File: config.mk
export PLATFORM = sky130hd
export DESIGN_NAME = gcd_job_arbiter
export DESIGN_NICKNAME = d
export VERILOG_FILES = /design/src/rtl/gcd_pkg.sv /design/src/rtl/gcd_rr_arbiter.sv /design/src/rtl/gcd_job_arbiter.sv
export SDC_FILE = /design/constraint.sdc
export NUM_CORES = 1
export LEC_CHECK = 0
export ABC_AREA = 0
export CAP_MARGIN = 10
export CORE_UTILIZATION = 49
export CTS_CLUSTER_SIZE = 30
export DETAILED_ROUTE_END_ITERATION = 6
export PLACE_DENSITY = 0.9
export SKIP_CTS_REPAIR_TIMING = 1
export SLEW_MARGIN = 20
export SYNTH_ARGS = -nofsm -noshare
export SYNTH_HDL_FRONTEND = slang
export SYNTH_SLANG_ARGS = --single-unit
File: constraint.sdc
create_clock -name clk -period 7.25 [get_ports clk]
set_input_delay 1.45 -clock clk [delete_from_list [all_inputs] [get_ports clk]]
set_output_delay 1.45 -clock clk [all_outputs]
set_load 0.05 [all_outputs]
File: src/rtl/gcd_pkg.sv
// Shared definitions for the GCD job arbiter.
//   state_e   : controller state encoding (3-bit), also exported on the debug port
//   GCD_WIDTH : default operand/result width of the shared engine
//   clog2     : ceiling log2 (minimum 1) for owner-index and counter widths
package gcd_pkg;

  localparam int GCD_WIDTH = 16;

  typedef enum logic [2:0] {
    IDLE   = 3'd0,
    LOAD_A = 3'd1,
    LOAD_B = 3'd2,
    WAIT   = 3'd3,
    RESP   = 3'd4,
    CLEAR  = 3'd5
  } state_e;

  // Smallest r with 2**r >= value, never below 1 so a 1-bit field still exists.
  function automatic int clog2(input int value);
    int r;
    r = 1;
    while ((1 << r) < value) r = r + 1;
    return r;
  endfunction

endpackage

File: src/rtl/gcd_rr_arbiter.sv
// Combinational round-robin pick.
//   req_i   : per-requester request bits
//   ptr_i   : highest-priority requester index this round
//   grant_o : one-hot winner (all zero when nobody requests)
//   idx_o   : binary index of the winner
//   any_o   : at least one request present
// Search order is ptr_i, ptr_i+1, ... wrapping N_REQ-1 -> 0.
module gcd_rr_arbiter
  import gcd_pkg::*;
#(
  parameter int N_REQ = 4,
  parameter int IDX_W = clog2(N_REQ)
) (
  input  logic [N_REQ-1:0] req_i,
  input  logic [IDX_W-1:0] ptr_i,
  output logic [N_REQ-1:0] grant_o,
  output logic [IDX_W-1:0] idx_o,
  output logic             any_o
);

  // Walk candidates from furthest-from-pointer to the pointer itself; the last
  // hit wins, so the candidate closest to the pointer has priority.
  always_comb begin
    grant_o = '0;
    idx_o   = '0;
    any_o   = 1'b0;
    for (int k = N_REQ - 1; k >= 0; k--) begin
      for (int i = 0; i < N_REQ; i++) begin
        if (i == ((int'(ptr_i) + k) % N_REQ) && req_i[i]) begin
          grant_o    = '0;
          grant_o[i] = 1'b1;
          idx_o      = IDX_W'(i);
          any_o      = 1'b1;
        end
      end
    end
  end

endmodule

File: src/rtl/gcd_job_arbiter.sv
// Shares one unmodified GCD engine among N_REQ requesters.
//   clk, rst              : clock, asynchronous active-high reset
//   req_valid/req_a/req_b : job requests, operands packed [i*WIDTH +: WIDTH]
//   req_ready             : one-hot, one-cycle accept pulse
//   rsp_valid/rsp_data/rsp_err/rsp_ready : result to owner, held until owner acks
//   eng_start/eng_data/eng_clr : engine control (A then B loaded under start)
//   eng_done/eng_result   : engine completion level and result
//   dbg_state             : current controller state
//
// Handshake: a job is taken when the arbiter samples req_valid[i]=1 in IDLE;
// req_ready[i] pulses the following cycle and the operands are no longer looked
// at. A response is delivered while rsp_valid[owner]=1 and completes on the
// first clock edge with rsp_ready[owner]=1; other rsp_ready bits are ignored.
//
// All outputs come straight from registers: each _d is the value the output
// must show while the FSM sits in its next state.
module gcd_job_arbiter
  import gcd_pkg::*;
#(
  parameter int N_REQ   = 4,
  parameter int WIDTH   = GCD_WIDTH,
  parameter int TIMEOUT = 1023
) (
  input  logic                   clk,
  input  logic                   rst,
  input  logic [N_REQ-1:0]       req_valid,
  input  logic [N_REQ*WIDTH-1:0] req_a,
  input  logic [N_REQ*WIDTH-1:0] req_b,
  output logic [N_REQ-1:0]       req_ready,
  output logic [N_REQ-1:0]       rsp_valid,
  output logic [WIDTH-1:0]       rsp_data,
  output logic                   rsp_err,
  input  logic [N_REQ-1:0]       rsp_ready,
  output logic                   eng_start,
  output logic [WIDTH-1:0]       eng_data,
  output logic                   eng_clr,
  input  logic                   eng_done,
  input  logic [WIDTH-1:0]       eng_result,
  output state_e                 dbg_state
);

  localparam int IDX_W = clog2(N_REQ);
  localparam int CNT_W = clog2(TIMEOUT + 1);
  localparam logic [CNT_W-1:0] TIMEOUT_V = CNT_W'(TIMEOUT);

  state_e            state_q, state_d;
  logic [IDX_W-1:0]  ptr_q, ptr_d;
  logic [IDX_W-1:0]  owner_q, owner_d;
  logic [WIDTH-1:0]  b_q, b_d;
  logic [CNT_W-1:0]  cnt_q, cnt_d;
  logic [N_REQ-1:0]  req_ready_q, req_ready_d;
  logic [N_REQ-1:0]  rsp_valid_q, rsp_valid_d;
  logic [WIDTH-1:0]  rsp_data_q, rsp_data_d;
  logic              rsp_err_q, rsp_err_d;
  logic              eng_start_q, eng_start_d;
  logic [WIDTH-1:0]  eng_data_q, eng_data_d;
  logic              eng_clr_q, eng_clr_d;

  logic [N_REQ-1:0]  grant;
  logic [IDX_W-1:0]  grant_idx;
  logic              grant_any;
  logic [WIDTH-1:0]  sel_a, sel_b;
  logic [N_REQ-1:0]  owner_oh;

  gcd_rr_arbiter #(
    .N_REQ (N_REQ),
    .IDX_W (IDX_W)
  ) u_rr (
    .req_i   (req_valid),
    .ptr_i   (ptr_q),
    .grant_o (grant),
    .idx_o   (grant_idx),
    .any_o   (grant_any)
  );

  assign sel_a    = req_a[grant_idx*WIDTH +: WIDTH];
  assign sel_b    = req_b[grant_idx*WIDTH +: WIDTH];
  assign owner_oh = {{(N_REQ-1){1'b0}}, 1'b1} << owner_q;

  always_comb begin
    state_d     = state_q;
    ptr_d       = ptr_q;
    owner_d     = owner_q;
    b_d         = b_q;
    cnt_d       = cnt_q;
    req_ready_d = '0;
    rsp_valid_d = rsp_valid_q;
    rsp_data_d  = rsp_data_q;
    rsp_err_d   = rsp_err_q;
    eng_start_d = 1'b0;
    eng_data_d  = eng_data_q;
    eng_clr_d   = 1'b0;

    case (state_q)
      IDLE: begin
        if (grant_any) begin
          req_ready_d = grant;
          owner_d     = grant_idx;
          b_d         = sel_b;
          ptr_d       = (int'(grant_idx) == N_REQ - 1) ? '0 : grant_idx + 1'b1;
          if (sel_a == '0 || sel_b == '0) begin
            // gcd with a zero operand is the other operand; OR covers 0,0 too.
            state_d     = RESP;
            rsp_valid_d = grant;
            rsp_data_d  = sel_a | sel_b;
            rsp_err_d   = 1'b0;
          end else begin
            // A needs no separate latch: it goes straight into eng_data.
            state_d     = LOAD_A;
            eng_start_d = 1'b1;
            eng_data_d  = sel_a;
          end
        end
      end

      LOAD_A: begin
        state_d     = LOAD_B;
        eng_start_d = 1'b1;
        eng_data_d  = b_q;
      end

      LOAD_B: begin
        state_d = WAIT;
      end

      WAIT: begin
        if (eng_done) begin
          state_d     = RESP;
          rsp_valid_d = owner_oh;
          rsp_data_d  = eng_result;
          rsp_err_d   = 1'b0;
        end else if (cnt_q == TIMEOUT_V) begin
          state_d     = RESP;
          rsp_valid_d = owner_oh;
          rsp_data_d  = '0;
          rsp_err_d   = 1'b1;
        end else begin
          cnt_d = cnt_q + 1'b1;
        end
      end

      RESP: begin
        if (rsp_ready[owner_q]) begin
          state_d     = CLEAR;
          rsp_valid_d = '0;
          eng_clr_d   = 1'b1;
          cnt_d       = '0;
        end
      end

      CLEAR: begin
        state_d = IDLE;
      end

      default: begin
        state_d = IDLE;
      end
    endcase
  end

  always_ff @(posedge clk or posedge rst) begin
    if (rst) begin
      state_q     <= IDLE;
      ptr_q       <= '0;
      owner_q     <= '0;
      b_q         <= '0;
      cnt_q       <= '0;
      req_ready_q <= '0;
      rsp_valid_q <= '0;
      rsp_data_q  <= '0;
      rsp_err_q   <= 1'b0;
      eng_start_q <= 1'b0;
      eng_data_q  <= '0;
      eng_clr_q   <= 1'b0;
    end else begin
      state_q     <= state_d;
      ptr_q       <= ptr_d;
      owner_q     <= owner_d;
      b_q         <= b_d;
      cnt_q       <= cnt_d;
      req_ready_q <= req_ready_d;
      rsp_valid_q <= rsp_valid_d;
      rsp_data_q  <= rsp_data_d;
      rsp_err_q   <= rsp_err_d;
      eng_start_q <= eng_start_d;
      eng_data_q  <= eng_data_d;
      eng_clr_q   <= eng_clr_d;
    end
  end

  assign req_ready = req_ready_q;
  assign rsp_valid = rsp_valid_q;
  assign rsp_data  = rsp_data_q;
  assign rsp_err   = rsp_err_q;
  assign eng_start = eng_start_q;
  assign eng_data  = eng_data_q;
  assign eng_clr   = eng_clr_q;
  assign dbg_state = state_q;

endmodule

Yosys cells after proc, flatten, opt, wreduce, memory -nomap -nowiden
Index checks and enable logic that the tools add are counted.
{"block": "totals", "reg_bits": 76, "in_bits": 155, "out_inout_bits": 46, "wordCells": 173}
{"block": "classes", "n_addsub": 5, "order_cmp": 1, "eq_ne": 25, "shifts": 3, "muxes": 86, "n_bitwise": 4, "n_reduce_logical": 37}
{"cell": "zero test 32 bit", "n": 4}
{"cell": "indexed part select 64 x 7 -> 16 bit", "n": 2}
{"cell": "two-way mux 16 bit", "n": 6}
{"cell": "two-way mux 4 bit", "n": 20}
{"cell": "one-hot mux 16 bit (2 select lines)", "n": 2}
{"cell": "zero test 16 bit", "n": 2}
{"cell": "two-way mux 2 bit", "n": 16}
{"cell": "two-way mux 10 bit", "n": 3}
{"cell": "two-way mux 1 bit", "n": 27}
{"cell": "one-hot mux 10 bit (2 select lines)", "n": 1}
{"cell": "== test 3 bit (first input constant)", "n": 6}
{"cell": "two-way mux 3 bit", "n": 6}
{"cell": "logical AND 1 bit", "n": 16}
{"cell": "bitwise OR 16 bit", "n": 1}
{"cell": "one-hot mux 3 bit (5 select lines)", "n": 1}
{"cell": "inequality test 2 bit (second input constant)", "n": 6}
{"cell": "one-hot mux 4 bit (3 select lines)", "n": 1}
{"cell": "adder 10 x 1 -> 10 bit (second input constant)", "n": 1}
{"cell": "== test 10 bit (second input constant)", "n": 1}
{"cell": "== test 2 x 3 -> 1 bit (first input constant)", "n": 3}
{"cell": "AND reduction 4 bit", "n": 2}
{"cell": "== test 3 x 2 -> 1 bit (second input constant)", "n": 2}
{"cell": "AND reduction 3 bit", "n": 2}
{"cell": "nonzero test 2 bit", "n": 3}
{"cell": "other kinds (19)", "n": 27}

Longest topological paths before layout
Gate-level depths: netlist (run 1).
{"block": "depth", "word_depth": 26, "depth_mapped": 16}

By module
A second synthesis (run 1) with hierarchy kept.
{"block": "unflattened", "cells_unflattened": 377, "hier_area_um2": 4530.6}
{"module": "gcd_job_arbiter", "n_inst": 1, "cells_each": 344, "area_per_inst_um2": 4320.4}
{"module": "gcd_rr_arbiter", "n_inst": 1, "cells_each": 33, "area_per_inst_um2": 210.2}

Least setup slack after synthesis (run 1)
OpenSTA, ideal clock, no wires.
{"block": "synth_timing", "path_type": "input-to-reg", "startpoint": "input req_valid[1]", "endpoint": "register state_q[0] (netlist: dbg_state[0])", "t_arrival_ns": 4.064, "required_time_ns": 7.132, "slack_ns": 3.068, "stages": 16, "path_cell_list": "buf_2 a21boi_1 o22ai_2 a31oi_4 buf_6 buf_6 mux2i_1 mux2_2 nand4_1 nor4_2 or2_1 buf_2 buf_4 buf_4 nand2_1 a21o_1"}
{"block": "synth_via", "elab_chain_len": 22}
{"element": "start, declared", "line": "gcd_job_arbiter.sv:26", "text": "input logic [N_REQ-1:0] req_valid,"}
{"element": "logical AND 1 bit", "line": "gcd_rr_arbiter.sv:29", "text": "if (i == ((int'(ptr_i) + k) % N_REQ) && req_i[i]) begin"}
{"element": "two-way mux 1 bit", "line": "gcd_rr_arbiter.sv:29"}
{"element": "two-way mux 2 bit (14 in series)", "line": "gcd_rr_arbiter.sv:29"}
{"element": "indexed part select 64 x 7 -> 16 bit, on equally long branches", "line": "gcd_job_arbiter.sv:76, gcd_job_arbiter.sv:77"}
{"element": "zero test 16 bit", "line": "gcd_job_arbiter.sv:101", "text": "if (sel_a == '0 || sel_b == '0) begin"}
{"element": "logical OR 1 bit", "line": "gcd_job_arbiter.sv:101"}
{"element": "two-way mux 3 bit", "line": "gcd_job_arbiter.sv:101"}
{"element": "two-way mux 3 bit", "line": "gcd_job_arbiter.sv:96", "text": "if (grant_any) begin"}
{"element": "one-hot mux 3 bit (5 select lines)", "line": "gcd_job_arbiter.sv:94", "text": "case (state_q)"}
{"element": "end signal, assigned", "line": "gcd_job_arbiter.sv:176", "text": "state_q <= state_d;"}
{"element": "end, declared", "line": "gcd_job_arbiter.sv:46", "text": "state_e state_q, state_d;"}
Several ways; a longest one is shown, not always the timed one. The select of a mux whose other input is x is not followed.
A chain may end at the register's enable or synchronous reset.

Worst setup path after layout (run 1)
{"block": "layout_timing", "startpoint": "input req_valid[0]", "endpoint": "register rsp_data_q[6] (netlist: rsp_data[6])"}
{"block": "layout_via", "elab_chain_len": 19}
{"element": "branches (longest 19 deep; another with two-way mux 2 bit)"}
{"element": "end signal, assigned", "line": "gcd_job_arbiter.sv:183", "text": "rsp_data_q <= rsp_data_d;"}
{"element": "end, declared", "line": "gcd_job_arbiter.sv:53", "text": "logic [WIDTH-1:0] rsp_data_q, rsp_data_d;"}
Several ways; the timed one is not identified. The select of a mux whose other input is x is not followed.

==> results.json, run 1 <==
{
  "status": "finished, final reports clean",
  "wl_per_cell_um": 19.6,
  "power_density_nw_per_um2": 433,
  "rows": 37,
  "critPathLaunchType": "input pin",
  "period_share_pct": 75.4,
  "syn_inst": 579,
  "synth.net_count": 736,
  "clock_latency_ns": 0.36,
  "synth-edff-count": 0,
  "synth-async-reset-ratio_pct": 100,
  "die_w_um": 106,
  "nNetsFinal": 901,
  "p_clk_share_pct": 11.2,
  "syn-mean-instance-area_um2": 9.07,
  "initial_utilization_pct": 50.7,
  "reg2reg_slack_ns": 3.00,
  "final_util_pct": 71.8,
  "seqPwrFrac_pct": 24.3,
  "fillCellCount": 787,
  "design.core.area_um2": 10400,
  "synthDistinctLibCells": 49,
  "yosysMostFrequentCell": "dfrtp_1",
  "grt_setup_unrepaired": "false",
  "area_growth_pct": 41.7,
  "hold_viol_final": 0,
  "ys_seq_area_share_pct": 36.2,
  "ys_warn_count": 0,
  "drv_slew": 0,
  "hp-class": "reg2reg",
  "grt_pass1_vias": 5189,
  "synth-main-ff-cell": "dfrtp_1",
  "yosysTopAreaCell": "dfrtp_1",
  "ant_nets": 0,
  "wl_um": 17400,
  "grt_antenna_before_repair": 0,
  "switching_power_w": 0.00160,
  "synth_area_leaders": "dfrtp_1 (36%), mux2i_1 (12%), mux2_2 (7.1%), a21oi_1 (4.0%), o21ai_0 (3.8%)",
  "path_clk_slew_ns": 0.08,
  "drive_gt1_share_pct": 8.95,
  "antennaDiodeCount": 0,
  "p_sw_share_pct": 49.6,
  "fin_crit_ns": 5.47,
  "power.share.combinational_pct": 64.4,
  "hold_end": "b_q[6]",
  "maxCapViolations": 0,
  "worstPathMaxFanout": 34,
  "slew_headroom_pct": 28.6,
  "tightest_slew_ns": 1.07,
  "leakagePower_nw": 3.03,
  "r2r-start": "ptr_q[1]",
  "vias": 5399,
  "htree_levels": 3,
  "cts_buffers": 9,
  "grt_max_degree": 77,
  "setup_viol": 0,
  "clock_path_buffers": 2,
  "drc": 0,
  "place_congestion": 0.951,
  "max_freq_ghz": 0.183,
  "grt_pass1_wl_um": 27100,
  "arrival_ns": 5.77,
  "netlist_area_um2": 5250,
  "fin_tns_setup_ns": 0,
  "end_kind": "register",
  "reg2reg_to": "rsp_data[6]",
  "firstDrtPassIters": 5,
  "viasPerCell": 6.10,
  "die_h_um": 106,
  "power.internal_w": 0.00162,
  "dieArea_um2": 11100,
  "cp.required_ns": 7.55,
  "ys_ff_latch": 76,
  "grt_overflow": 0,
  "io_buffers": 200,
  "synthTopCellsByCount": "dfrtp_1 (76), mux2i_1 (65), nor2_1 (47)",
  "crit_type": "in2reg",
  "cts_tree": "yes",
  "holdPathStages": 2,
  "reg2regPathDepth": 10,
  "dpl.hpwl_um": 13100,
  "fin_worst_skew_ns": 0.00710,
  "grt_use_total_pct": 31.1,
  "worstHoldStart": "b_q[6]",
  "clock-sinks": 76,
  "max-vdd-ir-drop_v": 0.000306,
  "cts-root-buf": "clkbuf_8",
  "drt_first_iter_violations": 636,
  "io_pins": 201,
  "synth_top_cell_area_share_pct": 36.2
}
## worst max-delay path, stage by stage
cell and delay [ns]:
clkdlybuf4s50_1 0.57, a21oi_1 0.24, o21ai_0 0.17, a21oi_4 0.88
mux2_2 0.36, nand4_1 0.12, nor4_2 0.61, or2_1 0.20
buf_4 0.29, nor2b_1 0.64, o31a_1 0.20
## cell type report
class / count / area [um2] / share of cell area, %
Clock inverter: 4 / 72.6 / 0.975
Timing Repair Buffer: 207 / 2070 / 27.8
Clock buffer: 12 / 145 / 1.95
Sequential cell: 76 / 1900 / 25.6
Inverter: 5 / 18.8 / 0.252
Tap cell: 136 / 170 / 2.29
Multi-Input combinational cell: 445 / 3070 / 41.2
## flip-flops by register name, indices dropped and copies added (netlist names)
signal,cells
cnt_q,10
eng_clr,1
ptr_q,2
rsp_err,1
b_q,16
rsp_data,16
eng_start,1
req_ready,4
eng_data,16
rsp_valid,4
owner_q,2
dbg_state,3
## layer usage
layer | GRT usage (%) | part of all wire [%]
met1 | 40.2 | 40
met2 | 50.8 | 46
met3 | 7.79 | 10
met4 | 10.7 | 3.1
met5 | 0 | 0
## power groups by stage
stage / logic [W] / registers, W / clock network [W]
after global routing: 0.00221 / 0.000802 / 0.000382
after detailed placement: 0.00204 / 0.000783 / 0
after CTS: 0.00205 / 0.000778 / 0.000363
after floorplan: 0.00108 / 0.00115 / 0
after global placement: 0.00201 / 0.000779 / 0
final: 0.00207 / 0.000784 / 0.000362
## cells by family (layout without fill, tap and decap cells)
| logic type | after synthesis | in the layout | share of synthesized area [%] |
|---|---|---|---|
| adder cells (fa/ha/maj) | 2 | 2 | 0.476 |
| buffers and inverters | 58 | 228 | 5.55 |
| AND/OR/NAND/NOR | 181 | 181 | 17.6 |
| multiplexers | 99 | 99 | 19.9 |
| XOR/XNOR | 8 | 8 | 1.33 |
| flip-flops | 76 | 76 | 36.2 |
| AO/OA/AOI/OAI | 155 | 155 | 19.0 |
## how the worst max path moves through the flow
stage	startpoint	end	depth (start not counted)	slack [ns]
floorplan	req_valid[1]	dbg_state[0]	16	3.07
global route	req_valid[0]	rsp_data[6]	11	1.54
detailed placement	req_valid[0]	rsp_data[5]	11	1.52
CTS	req_valid[0]	rsp_data[6]	11	1.88
global placement	req_valid[1]	rsp_data[2]	13	1.70
finish	req_valid[0]	rsp_data[6]	11	1.78
## through the flow
step / instances / area [um2] / hold WS, ns / total power [W] / worst slack [ns]
floorplan: 579 / 5250 / 0.451 / 0.00223 / 3.07
global route: 885 / 7440 / 0.527 / 0.00340 / 1.54
global placement: 869 / 7220 / 0.466 / 0.00279 / 1.70
detailed placement: 869 / 7220 / 0.470 / 0.00282 / 1.52
finish: 885 / 7440 / 0.485 / 0.00322 / 1.78
CTS: 885 / 7440 / 0.486 / 0.00319 / 1.88
## layout by cell type (no fill, tap or decap), drive strengths merged, types with 12 or more instances in the layout
cell	count
mux2i	65
clkdlybuf4s50	200
o21ai	40
a21oi	43
nor2	47
nand2	46
nor4	17
and2	12
clkbuf	12
a31oi	28
mux2	33
or3	17
o31a	16
dfrtp	76
No activity file was read; power rests on OpenSTA's default activity.
==> inputs of run 2 (changes only) <==
--- a/config.mk
+++ b/config.mk
@@ -7,10 +7,10 @@
 export LEC_CHECK = 0
 export ABC_AREA = 0
 export CAP_MARGIN = 10
-export CORE_UTILIZATION = 49
+export CORE_UTILIZATION = 41
 export CTS_CLUSTER_SIZE = 30
 export DETAILED_ROUTE_END_ITERATION = 6
-export PLACE_DENSITY = 0.9
+export PLACE_DENSITY = 0.81
 export SKIP_CTS_REPAIR_TIMING = 1
 export SLEW_MARGIN = 20
 export SYNTH_ARGS = -nofsm -noshare
==> constraint.sdc (replaced) <==
create_clock -name clk -period 4.9 [get_ports clk]
set_input_delay 0.98 -clock clk [delete_from_list [all_inputs] [get_ports clk]]
set_output_delay 0.98 -clock clk [all_outputs]
set_load 0.05 [all_outputs]
==> results.json, run 2 (synthesis results as in run 1) <==
{
  "crit_path_cell_trace": "clkdlybuf4s50_1 > a21boi_1 > o22ai_2 > a31oi_4 > buf_12 > mux2i_1 > mux2_2 > nand4_1 > nor4_2 > or2_2 > nor2b_1 > o31a_1",
  "cts_buffers": 9,
  "rows": 40,
  "post-place-cells": 908,
  "grt_pass1_vias": 5174,
  "fin_worst_skew_ns": 0.0113,
  "grt_antenna_before_repair": 0,
  "clock_path_buffers": 2,
  "vias": 5331,
  "grt_pass1_wl_um": 26500,
  "grt_use_total_pct": 25.7,
  "cts-root-buf": "clkbuf_16",
  "nNetsFinal": 908,
  "slowest_delay_ns": 0.63,
  "leakagePower_nw": 3.12,
  "htree_levels": 3,
  "io_pins": 201,
  "max-vdd-ir-drop_v": 0.000418,
  "power_density_nw_per_um2": 648,
  "pre_cts_slack_ns": 0.381,
  "arrival_ns": 4.56,
  "fin_crit_ns": 4.29,
  "grt_setup_unrepaired": "false",
  "hold_viol_final": 0,
  "maxCapViolations": 0,
  "stdcell_area_um2": 7650,
  "p_sw_share_pct": 47.6,
  "viasPerCell": 5.78,
  "firstDrtPassIters": 5,
  "path_clk_slew_ns": 0.06,
  "grt_util_met2_pct": 45.0,
  "fin_tns_setup_ns": 0,
  "power.internal_w": 0.00259,
  "critPathLaunchType": "input pin",
  "initial_utilization_pct": 42.8,
  "final_common_cell": "clkdlybuf4s50_1",
  "io_buffers": 200,
  "fin_cells": 923,
  "ant_nets": 0,
  "wl_um": 17100,
  "status": "finished, final reports clean",
  "die_w_um": 115,
  "slew_headroom_pct": 27.9,
  "end_kind": "register",
  "dieArea_um2": 13300,
  "clock_latency_ns": 0.33,
  "seqPwrFrac_pct": 23.3,
  "place_congestion": 0.905,
  "dpl.hpwl_um": 12900,
  "p_clk_share_pct": 14.3,
  "antennaDiodeCount": 0,
  "final_cell_mix": "clkdlybuf4s50_1 (200), dfrtp_1 (76), mux2i_1 (65), nor2_1 (46), nand2_1 (45)",
  "wl_per_cell_um": 18.5,
  "fillCellCount": 1026,
  "drc": 0,
  "drive_gt1_share_pct": 9.80,
  "power.share.combinational_pct": 62.4,
  "setup_viol": 0,
  "hp-class": "reg2reg",
  "area_growth_pct": 45.5,
  "slowest_stage": "clkdlybuf4s50_1",
  "switching_power_w": 0.00236,
  "grt_max_degree": 71,
  "max_freq_ghz": 0.233,
  "clock-sinks": 76,
  "placed_area_um2": 7330,
  "fin_hold_ws_ns": 0.484,
  "drv_slew": 0,
  "busiest_layer": "met2",
  "grtUsageMet3_pct": 5.17,
  "cts_tree": "yes",
  "design.core.area_um2": 12300,
  "worstPathMaxFanout": 55,
  "grt_overflow": 0,
  "fin_ws_ns": 0.610,
  "cp.required_ns": 5.17,
  "tightest_slew_ns": 1.08,
  "gr-usage-met1_pct": 31.8,
  "period_share_pct": 87.5,
  "die_h_um": 115,
  "crit_type": "in2reg",
  "drt_first_iter_violations": 367
}
[run 2: power groups by stage]
| stage | Clock [W] | Sequential [W] | Combinational [W] |
|---|---|---|---|
| global placement | 0 | 0.00114 | 0.00298 |
| finish | 0.000710 | 0.00115 | 0.00309 |
| global route | 0.000743 | 0.00119 | 0.00332 |
| floorplan | 0 | 0.00171 | 0.00160 |
| CTS | 0.000717 | 0.00115 | 0.00308 |
| detailed placement | 0 | 0.00115 | 0.00306 |
[run 2: metrics by stage]
stage                     util [%]  power (W)
after floorplan                  -    0.00330
after global placement        59.8    0.00413
after detailed placement      59.8    0.00421
after CTS                     62.3    0.00494
after global routing          62.4    0.00525
final                         62.4    0.00496
[run 2: final timing paths]
path / start / endpoint / slack, ns / cells after the start
min in group asynchronous: rst / req_ready[3] / 1.12 / 2
max in group asynchronous: rst / b_q[2] / 2.91 / 3
setup / recovery: req_valid[1] / rsp_data[5] / 0.61 / 12
hold reg to reg: b_q[4] / b_q[4] / 0.48 / 2
hold / removal: b_q[4] / b_q[4] / 0.48 / 2
setup reg to reg: ptr_q[1] / rsp_data[5] / 1.31 / 11
[run 2: area by class of cell]
cell class / count / area (um2) / area share (%)
Inverter: 5 / 20.0 / 0.262
Tap cell: 168 / 210 / 2.75
Sequential cell: 76 / 1900 / 24.9
Clock buffer: 11 / 243 / 3.17
Clock inverter: 4 / 73.8 / 0.965
Multi-Input combinational cell: 445 / 3070 / 40.1
Timing Repair Buffer: 214 / 2130 / 27.9
[run 2: metal layers]
metal  vias to the layer above  wire [um]
li1                       2497          -
met5                         -          0
met2                       260       8650
met3                        31       1360
met1                      2543       6730
met4                         0        355
[run 2: critical path, delay by kind of cell]
kind / cells / cell delay [ns]
and+or+nand+nor: 4 / 1.32
buffers and inverters: 2 / 0.95
AOI/OAI and AO/OA: 4 / 0.76
muxes: 2 / 0.46
